<file path="src/rtl/div_pkg.sv">
// Shared definitions for the radix-2 divider: FSM encoding, default width
// and the divide-by-zero quotient constant.
package div_pkg;

  localparam int DIV_WIDTH = 32;

  // All-ones quotient returned for a zero divisor.
  localparam logic [DIV_WIDTH-1:0] DIV_ZERO_QUOT = '1;

  typedef enum logic [1:0] {
    ST_IDLE = 2'd0,
    ST_CALC = 2'd1,
    ST_FIX  = 2'd2,
    ST_DONE = 2'd3
  } div_state_t;

endpackage

</file>
<file path="src/rtl/div_step.sv">
// One restoring-division iteration: shift the next dividend bit into the
// partial remainder, trial-subtract the divisor and keep the difference only
// when it is non-negative. Purely combinational so a radix-4 variant can
// chain two of these per cycle.
module div_step #(
  parameter int WIDTH = 32
) (
  input  logic [WIDTH-1:0] r,
  input  logic             q_msb,
  input  logic [WIDTH-1:0] divisor,
  output logic [WIDTH-1:0] r_next,
  output logic             q_bit
);

  logic [WIDTH:0] shifted;
  logic [WIDTH:0] trial;

  // Trial subtraction on WIDTH+1 bits. The stored remainder is always below
  // the divisor, so the shifted value is below twice the divisor and the top
  // bit of the difference is a reliable sign; the result of either branch
  // then fits back into WIDTH bits.
  always_comb begin
    shifted = {r, q_msb};
    trial   = shifted - {1'b0, divisor};
    q_bit   = ~trial[WIDTH];
    r_next  = trial[WIDTH] ? shifted[WIDTH-1:0] : trial[WIDTH-1:0];
  end

endmodule

</file>
<file path="src/rtl/div_radix2.sv">
// Iterative radix-2 restoring divider (DIV/MOD, signed and unsigned).
// Fixed latency: accept, WIDTH CALC cycles, one FIX cycle, then DONE.
//
// Handshakes: a transfer happens on a rising edge where valid and ready are
// both high. in_ready is high only in IDLE; out_valid is high only in DONE and
// the result stays stable until out_ready. flush wins over both handshakes:
// in_valid is ignored and a DONE result is dropped even if out_ready is high.
module div_radix2
  import div_pkg::*;
#(
  parameter int WIDTH = DIV_WIDTH
) (
  input  logic             clk,
  input  logic             rst_n,
  input  logic             flush,
  input  logic             in_valid,
  output logic             in_ready,
  input  logic             in_signed,
  input  logic [WIDTH-1:0] in_dividend,
  input  logic [WIDTH-1:0] in_divisor,
  output logic             out_valid,
  input  logic             out_ready,
  output logic [WIDTH-1:0] out_quotient,
  output logic [WIDTH-1:0] out_remainder,
  output logic [1:0]       dbg_state
);

  localparam int             CNT_W    = $clog2(WIDTH);
  localparam logic [CNT_W-1:0] LAST_CNT = CNT_W'(WIDTH - 1);
  localparam logic [WIDTH-1:0] MIN_NEG  = {1'b1, {(WIDTH-1){1'b0}}};

  div_state_t state_q, state_d;

  logic [CNT_W-1:0] cnt_q;
  logic [WIDTH-1:0] r_q;          // partial remainder
  logic [WIDTH-1:0] q_q;          // dividend bits in, quotient bits out
  logic [WIDTH-1:0] divisor_q;    // divisor magnitude
  logic [WIDTH-1:0] dividend_q;   // raw dividend for the zero-divisor result
  logic             sign_q_q;
  logic             sign_r_q;
  logic             dvz_q;
  logic             ovf_q;

  logic             accept;
  logic             a_neg, b_neg;
  logic [WIDTH-1:0] a_mag, b_mag;
  logic [WIDTH-1:0] step_r;
  logic             step_q;
  logic [WIDTH-1:0] fix_quot, fix_rem;

  assign in_ready  = (state_q == ST_IDLE);
  assign out_valid = (state_q == ST_DONE);
  assign dbg_state = state_q;
  assign accept    = in_ready & in_valid & ~flush;

  // Operand magnitudes; unsigned requests pass through untouched.
  always_comb begin
    a_neg = in_signed & in_dividend[WIDTH-1];
    b_neg = in_signed & in_divisor[WIDTH-1];
    a_mag = a_neg ? (~in_dividend + 1'b1) : in_dividend;
    b_mag = b_neg ? (~in_divisor + 1'b1) : in_divisor;
  end

  div_step #(.WIDTH(WIDTH)) u_step (
    .r       (r_q),
    .q_msb   (q_q[WIDTH-1]),
    .divisor (divisor_q),
    .r_next  (step_r),
    .q_bit   (step_q)
  );

  // Sign correction and special-case override applied in FIX.
  always_comb begin
    fix_quot = sign_q_q ? (~q_q + 1'b1) : q_q;
    fix_rem  = sign_r_q ? (~r_q + 1'b1) : r_q;
    if (dvz_q) begin
      fix_quot = {WIDTH{1'b1}};
      fix_rem  = dividend_q;
    end else if (ovf_q) begin
      fix_quot = dividend_q;
      fix_rem  = '0;
    end
  end

  // State register.
  always_ff @(posedge clk or negedge rst_n) begin
    if (!rst_n) state_q <= ST_IDLE;
    else        state_q <= state_d;
  end

  // Next-state logic; flush returns to IDLE from anywhere.
  always_comb begin
    state_d = state_q;
    case (state_q)
      ST_IDLE: if (in_valid)             state_d = ST_CALC;
      ST_CALC: if (cnt_q == LAST_CNT)    state_d = ST_FIX;
      ST_FIX:                            state_d = ST_DONE;
      ST_DONE: if (out_ready)            state_d = ST_IDLE;
      default:                           state_d = ST_IDLE;
    endcase
    if (flush) state_d = ST_IDLE;
  end

  // Datapath: operand latch on accept, one step per CALC cycle, results in FIX.
  always_ff @(posedge clk or negedge rst_n) begin
    if (!rst_n) begin
      cnt_q         <= '0;
      r_q           <= '0;
      q_q           <= '0;
      divisor_q     <= '0;
      dividend_q    <= '0;
      sign_q_q      <= 1'b0;
      sign_r_q      <= 1'b0;
      dvz_q         <= 1'b0;
      ovf_q         <= 1'b0;
      out_quotient  <= '0;
      out_remainder <= '0;
    end else if (flush) begin
      cnt_q <= '0;
    end else begin
      case (state_q)
        ST_IDLE: begin
          if (accept) begin
            cnt_q      <= '0;
            r_q        <= '0;
            q_q        <= a_mag;
            divisor_q  <= b_mag;
            dividend_q <= in_dividend;
            sign_q_q   <= a_neg ^ b_neg;
            sign_r_q   <= a_neg;
            dvz_q      <= (in_divisor == '0);
            ovf_q      <= in_signed & (in_dividend == MIN_NEG) & (in_divisor == '1);
          end
        end
        ST_CALC: begin
          r_q   <= step_r;
          q_q   <= {q_q[WIDTH-2:0], step_q};
          cnt_q <= cnt_q + 1'b1;
        end
        ST_FIX: begin
          out_quotient  <= fix_quot;
          out_remainder <= fix_rem;
        end
        default: ;
      endcase
    end
  end

endmodule

</file>
<file path="config.mk">
export PLATFORM = sky130hd
export DESIGN_NAME = div_radix2
export DESIGN_NICKNAME = d
export VERILOG_FILES = /design/src/rtl/div_pkg.sv /design/src/rtl/div_step.sv /design/src/rtl/div_radix2.sv
export SDC_FILE = /design/constraint.sdc
export NUM_CORES = 1
export LEC_CHECK = 0
export CAP_MARGIN = 10
export CORE_MARGIN = 4
export CORE_UTILIZATION = 40
export CTS_CLUSTER_DIAMETER = 50
export DETAILED_ROUTE_END_ITERATION = 10
export PLACE_DENSITY = 0.69
export REMOVE_ABC_BUFFERS = 1
export SYNTH_ARGS = -nofsm -noshare
export SYNTH_HDL_FRONTEND = slang
export SYNTH_HIERARCHICAL = 1
export SYNTH_SLANG_ARGS = --single-unit
</file>
<file path="constraint.sdc">
create_clock -name clk -period 3.4 [get_ports clk]
set_input_delay 0.68 -clock clk [delete_from_list [all_inputs] [get_ports clk]]
set_output_delay 0.68 -clock clk [all_outputs]
set_load 0.01 [all_outputs]
</file>
==> run summary, run 1 <==
The final weighted congestion in routability-driven placement is 0.9537. The synthesized area divided by synthesized cell count is 8.462 um2. Summed over its instances, the top area cell type makes up 37.83% of the synthesized netlist area. The flow ran to the end, and the final reports show no timing, DRC or antenna violations. The netlist uses 87 different library cells. The total negative slack for setup checks is 0 ns. The power density over cell area came out at 1067 nW/um2. In this run the core area contains 66 standard-cell rows.

The count of inserted antenna diode cells is 0. The ratio of cells with drive above 1 in the final layout is 10.62%. The clock input transition at the sequential cells of the worst setup and hold paths came out at 0.06 ns. The synthesized design spends more area on one cell type than any other, namely dfrtp_1. Sorting the synthesized cells by area gives the leading types as dfrtp_1 38%, nand2_1 6.9%, a21oi_1 4.8%. The worst path uses 96.14% of the clock period.

The post-synthesis share of cell area spent on xor and xnor gates came out at 8.870%. The final layout contains 1,846 nets. The final antenna-violating net count came out at 0. The total clock buffers created by CTS is 28. The via count of the first global-routing pass came out at 12,130. The horizontal die dimension is 191.2 um. The placed cell area is 15,480 um2. Synthesis inferred 203 register bits. The top achievable clock speed came out at 305.9 MHz. Among all flip-flop cells after synthesis, the most frequent one is dfrtp_1. The final number of max-transition violations came out at 0. Of all nets on the critical path, the largest fanout is 7.

The average via count per standard cell is 5.647. In this run the number of H-tree levels came out at 1. nand2_1 is the most common cell in the netlist. The worst supply voltage drop on vdd is 0.5602 mV.

In this run the post-CTS setup repair buffer count came out at 0. STA classifies the critical path startpoint as a flip-flop. For the finished layout, the period the worst path requires is 3.269 ns. In this run the static leakage power is 7.249 nW.

The total routing usage reported by global routing is 21.35%. Counting every instance in the synthesized netlist gives 1,587. The violation count after the first detailed-route iteration is 1,100.

Entering global routing, the biggest net connects 106 pins. The count of final setup violators is 0. The number of sinks handled by clock tree synthesis is 203. The number of hold violations in the final report came out at 0. The floorplan step set the die height to 191.2 um. The class of the tightest hold or removal check is in -> async.

The commonest cells after synthesis are 248 x nand2_1, 203 x dfrtp_1, 130 x a21oi_1. The sum of net half-perimeters after detailed placement came out at 29.46 mm. The async set-reset flop share out of synthesis came out at 100.0%.

Counting the fill cells in the layout gives 3,167. For the worst-skew pair, the clock arrives at the later sink with an insertion delay of 0.55 ns. The floorplan die area came out at 36,570 um2. After routing the design area is 16,480 um2. After global routing the overflow that remains totals 0. The final layout contains routed wiring with a total length of 39.93 mm.

The routed wire length per instance came out at 18.20 um. The synthesized netlist occupies a cell area of 13,430 um2. The initial cell density of the core came out at 40.86%. Summing internal, switching and leakage power gives 17.58 mW. The critical path starts at r_q[18]$_DFFE_PN0P_.

The post-synthesis sequential area ratio is 37.83%. The number of standard cells in the layout, taps in and fillers out came out at 2,194. The TritonCTS clock tree is done. By area, the combinational part of the netlist is dominated by simple AND/OR/NAND/NOR gates. Yosys printed 6 warnings. Summing the areas of all compound-gate instances in the mapped netlist gives 19.68% of the synthesized area. On the final layout, the worst clock skew is 0.03242 ns. The remaining max-slew budget at the tightest pin came out at 33.58%. The basic-gate share of the synthesized area counting and, or, nand and nor cells came out at 20.35%. The number of remaining DRC errors came out at 0. The layout-stage area growth over the synthesis result came out at 22.70%. Clock tree synthesis selected as its root buffer the cell clkbuf_16. In this run the critical register-to-register path is launched from r_q[18]$_DFFE_PN0P_.

Max-cap violations in this run came to 0. The worst-case clock buffer depth is 3. The required time at the endpoint of the critical path is 3.81 ns.

The number of top-level design ports is 138. The global-route wire length before repair is 64.08 mm. STA classifies the critical path endpoint as a flip-flop. The cell count after placement is 2,141. The number of antenna violations at the first check in global routing is 0.

Final hold analysis gives a worst-case slack of 0.1037 ns. In this run, synthesis inferred 0 flip-flops with an integrated enable. Input and output buffers added on the ports amount to 137. The total number of vias came out at 12,390.

The pin slew with the least headroom to its limit is 0.9963 ns. After synthesis, the share of cell area in mux cells is 4.155%. For this run, the detailed router's first-pass iteration total came to 6.

The endpoint arrival time on the critical path came out at 3.68 ns. The standard cell core area is 32,870 um2. The adder and majority gate portion of the synthesized area is 4.249%. The worst setup path is of the reg -> reg kind.
-- layer usage --
metal / part of all wire, % / wire [um] / GRT usage (%)
met5: 0 / 0 / 0
met4: 2.8 / 1099 / 6.602
met3: 7.5 / 2976 / 3.196
met2: 46 / 18410 / 34.77
met1: 44 / 17440 / 29.43
-- final timing paths --
kind | to | slack [ns] | cells after the start
setup / recovery | r_q[14]$_DFFE_PN0P_ | 0.13 | 13
hold / removal | r_q[7]$_DFFE_PN0P_ | 0.10 | 1
setup reg to reg | r_q[14]$_DFFE_PN0P_ | 0.13 | 13
hold reg to reg | divisor_q[21]$_DFFE_PN0P_ | 0.48 | 2
max in group asynchronous | dividend_q[22]$_DFFE_PN0P_ | 2.29 | 2
min in group clk | divisor_q[21]$_DFFE_PN0P_ | 0.48 | 2
-- worst max-delay path: stages (launching register included) --
cell and delay, ns:
dfrtp_1 0.52, ha_2 0.38, and3_2 0.20, and3_1 0.22, a221o_1 0.32, a21oi_2 0.14, a211oi_2 0.11, nor2_4 0.16
mux2i_4 0.25, and2_4 0.29, clkinv_8 0.11, mux2_4 0.31, nand3_1 0.08, nand2_1 0.06
-- cell usage in the layout (no fill, tap or decap), drive strengths merged, types with 19 or more instances in the layout --
| cell | n |
|---|---|
| nand2 | 248 |
| dfrtp | 203 |
| clkdlybuf4s50 | 136 |
| a21oi | 132 |
| nor2 | 117 |
| o21ai | 106 |
| xor2 | 72 |
| inv | 69 |
| xnor2 | 64 |
| buf | 64 |
| nand3 | 60 |
| o22ai | 58 |
| ha | 44 |
| clkbuf | 36 |
| nor3 | 31 |
| o31ai | 28 |
| mux2 | 27 |
| nand4 | 21 |
| a21o | 19 |
-- area by class of cell --
cell class	count	area, um2	area share (%)
Clock inverter	16	155.1	0.9416
Tap cell	442	553.0	3.356
Sequential cell	203	5080	30.83
Timing Repair Buffer	201	1893	11.49
Inverter	59	234.0	1.420
Clock buffer	35	788.3	4.784
Multi-Input combinational cell	1236	7754	47.06
Timing Repair inverter	2	20.02	0.1215
-- report_power, final --
part | internal [mW] | leakage [nW] | total [mW] | switching, mW
combinational | 4.52 | 4.27 | 9.90 | 5.38
sequential | 3.51 | 2.52 | 4.75 | 1.23
clock | 1.75 | 0.459 | 2.93 | 1.18
-- cells by family (layout without fill, tap and decap cells) --
group | Yosys count | in the layout
xor+xnor | 136 | 136
compound gates | 430 | 430
flops | 203 | 203
fa+ha+maj | 45 | 45
simple gates | 581 | 581
mux | 44 | 44
buf+inv | 148 | 313
-- what timing repair did --
item                                   4_1_cts  5_1_grt
gates resized for setup                      0        9
hold buffers                                 0        0
endpoints found under the hold margin        0        0
setup endpoints to repair                    0       30
-- registers in the layout, indices dropped and copies added (netlist names) --
| register | cells |
|---|---|
| dbg_state | 2 |
| divisor_q | 32 |
| dvz_q | 1 |
| sign_r_q | 1 |
| r_q | 32 |
| q_q | 32 |
| out_quotient | 32 |
| ovf_q | 1 |
| cnt_q | 5 |
| sign_q_q | 1 |
| out_remainder | 32 |
| dividend_q | 32 |
-- stage by stage --
stage          worst slack (ns)  util (%)
2_1_floorplan            -1.188         -
3_3_place_gp            0.05997     47.11
3_5_place_dp            0.02102     47.11
4_1_cts                0.002630     49.98
5_1_grt                -0.02436     50.13
6_report                 0.1313     50.13
Power figures use the tool's default switching activity.
==> inputs of run 2 (changes only) <==
--- a/config.mk
+++ b/config.mk
@@ -8,7 +8,7 @@
 export CAP_MARGIN = 10
 export CORE_MARGIN = 4
 export CORE_UTILIZATION = 40
-export CTS_CLUSTER_DIAMETER = 50
+export CTS_CLUSTER_DIAMETER = 150
 export DETAILED_ROUTE_END_ITERATION = 10
 export PLACE_DENSITY = 0.69
 export REMOVE_ABC_BUFFERS = 1
==> run summary, run 2 (synthesis gave the netlist of run 1 again) <==
The global-route wire length before repair came out at 64.05 mm (about the same). The routed wire length per instance is 18.23 um (+0.19%). The total clock buffers created by CTS is 25 (-11%). The endpoint type of the worst setup path is a flip-flop. The setup clock skew after layout came out at 0.02680 ns (-0.005623 ns). The pin count of the biggest net entering global routing was 106 (unchanged). The top achievable clock speed is 307.3 MHz (+0.44%).

The number of placement rows came to 66 (unchanged). The total number of vias came to 12,320 (-0.57%). The final number of max-transition violations came out at 0 (unchanged). The pin slew with the least headroom to its limit is 0.9849 ns (-0.01142 ns).

The total congestion overflow after global routing is 0 (unchanged). The depth of the most critical reg-to-reg path was 12 (-1). The number of buffers added on ports is 137 (unchanged). The depth of the CTS H-tree was 1 (unchanged). The power density over cell area is 1061 nW/um2 (-0.53%). The number of antenna violations at the first check in global routing was 0 (unchanged).

The critical path class is reg -> reg. The initial cell density of the core came out at 40.86% (unchanged). The worst-case clock buffer depth is 3 (unchanged).

The relative contribution of sequential cells to total power is 27.3% (+0.3 points). The reported max-cap violation count is 0 (unchanged). The height of the chip is 191.2 um (unchanged). The worst reg2reg path endpoint is r_q[19]$_DFFE_PN0P_.

The number of remaining DRC errors came out at 0 (unchanged). The cell count after placement came out at 2,141 (unchanged). The number of hold buffers added after cts came to 0 (unchanged). The path class of the tightest hold or removal check is in -> async. The floorplan die area is 36,570 um2 (unchanged). The switching portion of total power is 44.35% (about the same).

The violation count after the first detailed-route iteration came out at 1,005 (-8.6%). The via count of the first global-routing pass came out at 12,030 (-0.80%). The area taken by flip-flops and latches came out at 5080 um2 (unchanged). The worst setup path is launched from a flip-flop. The power after layout came out at 17.37 mW (-1.2%). The clock insertion delay at the later pin of the skew report came out at 0.55 ns (about the same). The final design instance area without fill came out at 16,370 um2 (-0.68%). The worst supply voltage drop on vdd came to 0.4898 mV (-13%).

The fraction of power consumed by the clock network came to 15.6% (-1.1 points). The top cell types in the final layout, fill and taps aside, are 248 x nand2_1, 203 x dfrtp_1, 136 x clkdlybuf4s50_1. The required time at the endpoint of the critical path is 3.82 ns (about the same). The final clock period utilization by the worst path came out at 95.71% (-0.43 points). The internal power summed over all cells is 9.666 mW (-1.2%). The first-pass detailed-route iteration total is 6 (unchanged).

The most common cell after layout, fill and taps aside is nand2_1. The remaining max-slew budget at the tightest pin is 34.34% (+0.76 points). The part of the power in combinational logic was 57.1% (+0.8 points). The startpoint identified for the worst register-to-register timing path is r_q[6]$_DFFE_PN0P_. The endpoint arrival time on the critical path is 3.67 ns (about the same).

The count of final setup violators came out at 0 (unchanged). The placed cell area came out at 15,480 um2 (unchanged). The number of sinks handled by clock tree synthesis is 203 (unchanged). The final antenna-violating net count came out at 0 (unchanged). The minimum clock period after layout came out at 3.254 ns (-0.01447 ns).

The sum of net half-perimeters after detailed placement came out at 29.46 mm (unchanged). The number of standard cells in the layout, taps in and fillers out was 2,189 (-0.23%). Tracing the worst setup path back leads to its startpoint at r_q[6]$_DFFE_PN0P_. The area used by multi-input combinational logic is 7751 um2 (about the same). The setup slack of the most critical reg-to-reg path is 0.15 ns (about the same). The ratio of cells with drive above 1 in the final layout came out at 10.07% (-0.54 points). The TritonCTS clock tree is done. The standby leakage power came out at 7.209 nW (-0.55%). The number of hold violations in the final report is 0 (unchanged). The maximum fanout along the worst path came to 5 (-2). The clock tree root buffer cell is clkbuf_16. The power dissipated by switching net loads came out at 7.702 mW (-1.2%). The total routing usage reported by global routing came out at 21.33% (about the same). The number of top-level design ports came out at 138 (unchanged). The count of inserted antenna diode cells is 0 (unchanged).

The horizontal die dimension is 191.2 um (unchanged). The total wirelength of the detailed-routed design came to 39.92 mm (about the same). The final weighted congestion in routability-driven placement came to 0.9537 (unchanged). The clock input transition at the sequential cells of the worst setup and hold paths was 0.06 ns (about the same). The standard cell core area was 32,870 um2 (unchanged). The count of nets after finishing was 1,843 (-0.16%).

The number of filler instances in the final layout is 3,173 (+0.19%). The average via count per standard cell is 5.628 (-0.35%). The layout-stage area growth over the synthesis result is 21.87%. Setup repair after global routing could not meet its margin everywhere. The run finished with clean final reports.
-- run 2: cell count changes in the layout (fill, tap and decap cells not counted), sizes merged --
cell	change
clkinvlp	-3
inv	-8
clkbuf	-2
clkinv	+6
bufinv	+2
-- run 2: layout make-up --
type	count	share of cell area, %
Inverter	59	1.430
Timing Repair inverter	2	0.1223
Clock inverter	13	0.9709
Multi-Input combinational cell	1236	47.36
Tap cell	442	3.379
Timing Repair Buffer	201	11.57
Sequential cell	203	31.04
Clock buffer	33	4.128
-- run 2: worst max path at each step --
stage,end,slack [ns],depth (start not counted)
after floorplan,out_quotient[31]$_DFFE_PN0P_,-1.19,7
after global routing,r_q[31]$_DFFE_PN0P_,-0.04,15
after CTS,r_q[7]$_DFFE_PN0P_,0.0006,14
after global placement,r_q[4]$_DFFE_PN0P_,0.06,15
final,r_q[19]$_DFFE_PN0P_,0.15,12
after detailed placement,r_q[4]$_DFFE_PN0P_,0.02,14
-- run 2: critical path, cell delays in order, from the launching register on --
cell	delay [ns]
dfrtp_1	0.43
ha_1	0.39
nand2_1	0.10
or3_1	0.38
a31oi_1	0.32
nor3b_1	0.14
o21ai_0	0.46
a21oi_1	0.19
o21bai_1	0.22
xor2_1	0.09
mux2_4	0.26
nand3_1	0.08
nand2_1	0.06
-- run 2: power by group through the flow --
| stage | clock, mW | sequential (mW) | combinational, mW |
|---|---|---|---|
| after global routing | 2.87 | 4.91 | 10.9 |
| final | 2.71 | 4.75 | 9.91 |
| after global placement | 0 | 4.71 | 9.38 |
| after floorplan | 0 | 4.57 | 6.48 |
| after detailed placement | 0 | 4.76 | 9.61 |
| after CTS | 2.75 | 4.72 | 9.67 |
-- run 2: stage by stage --
stage | setup TNS [ns] | util (%) | setup WS (ns) | hold slack (ns)
detailed placement | 0 | 47.11 | 0.02102 | 0.4724
finish | 0 | 49.79 | 0.1458 | 0.1305
global route | -0.04814 | 49.79 | -0.03660 | 0.1698
floorplan | -97.87 | - | -1.188 | 0.3844
CTS | 0 | 49.65 | 0.0005973 | 0.1593
global placement | 0 | 47.11 | 0.05997 | 0.4631
-- run 2: repair_timing --
item / 4_1_cts / 5_1_grt
endpoints found under the hold margin: 0 / 0
resized for setup: 0 / 8
setup endpoints to repair: 0 / 28
setup buffers: 0 / 0
-- run 2: metal layers --
metal  GRT usage (%)  part of all wire, %
met1           29.67                   44
met2           34.50                   46
met3           3.378                  7.3
met4           6.215                  2.6
met5               0                    0
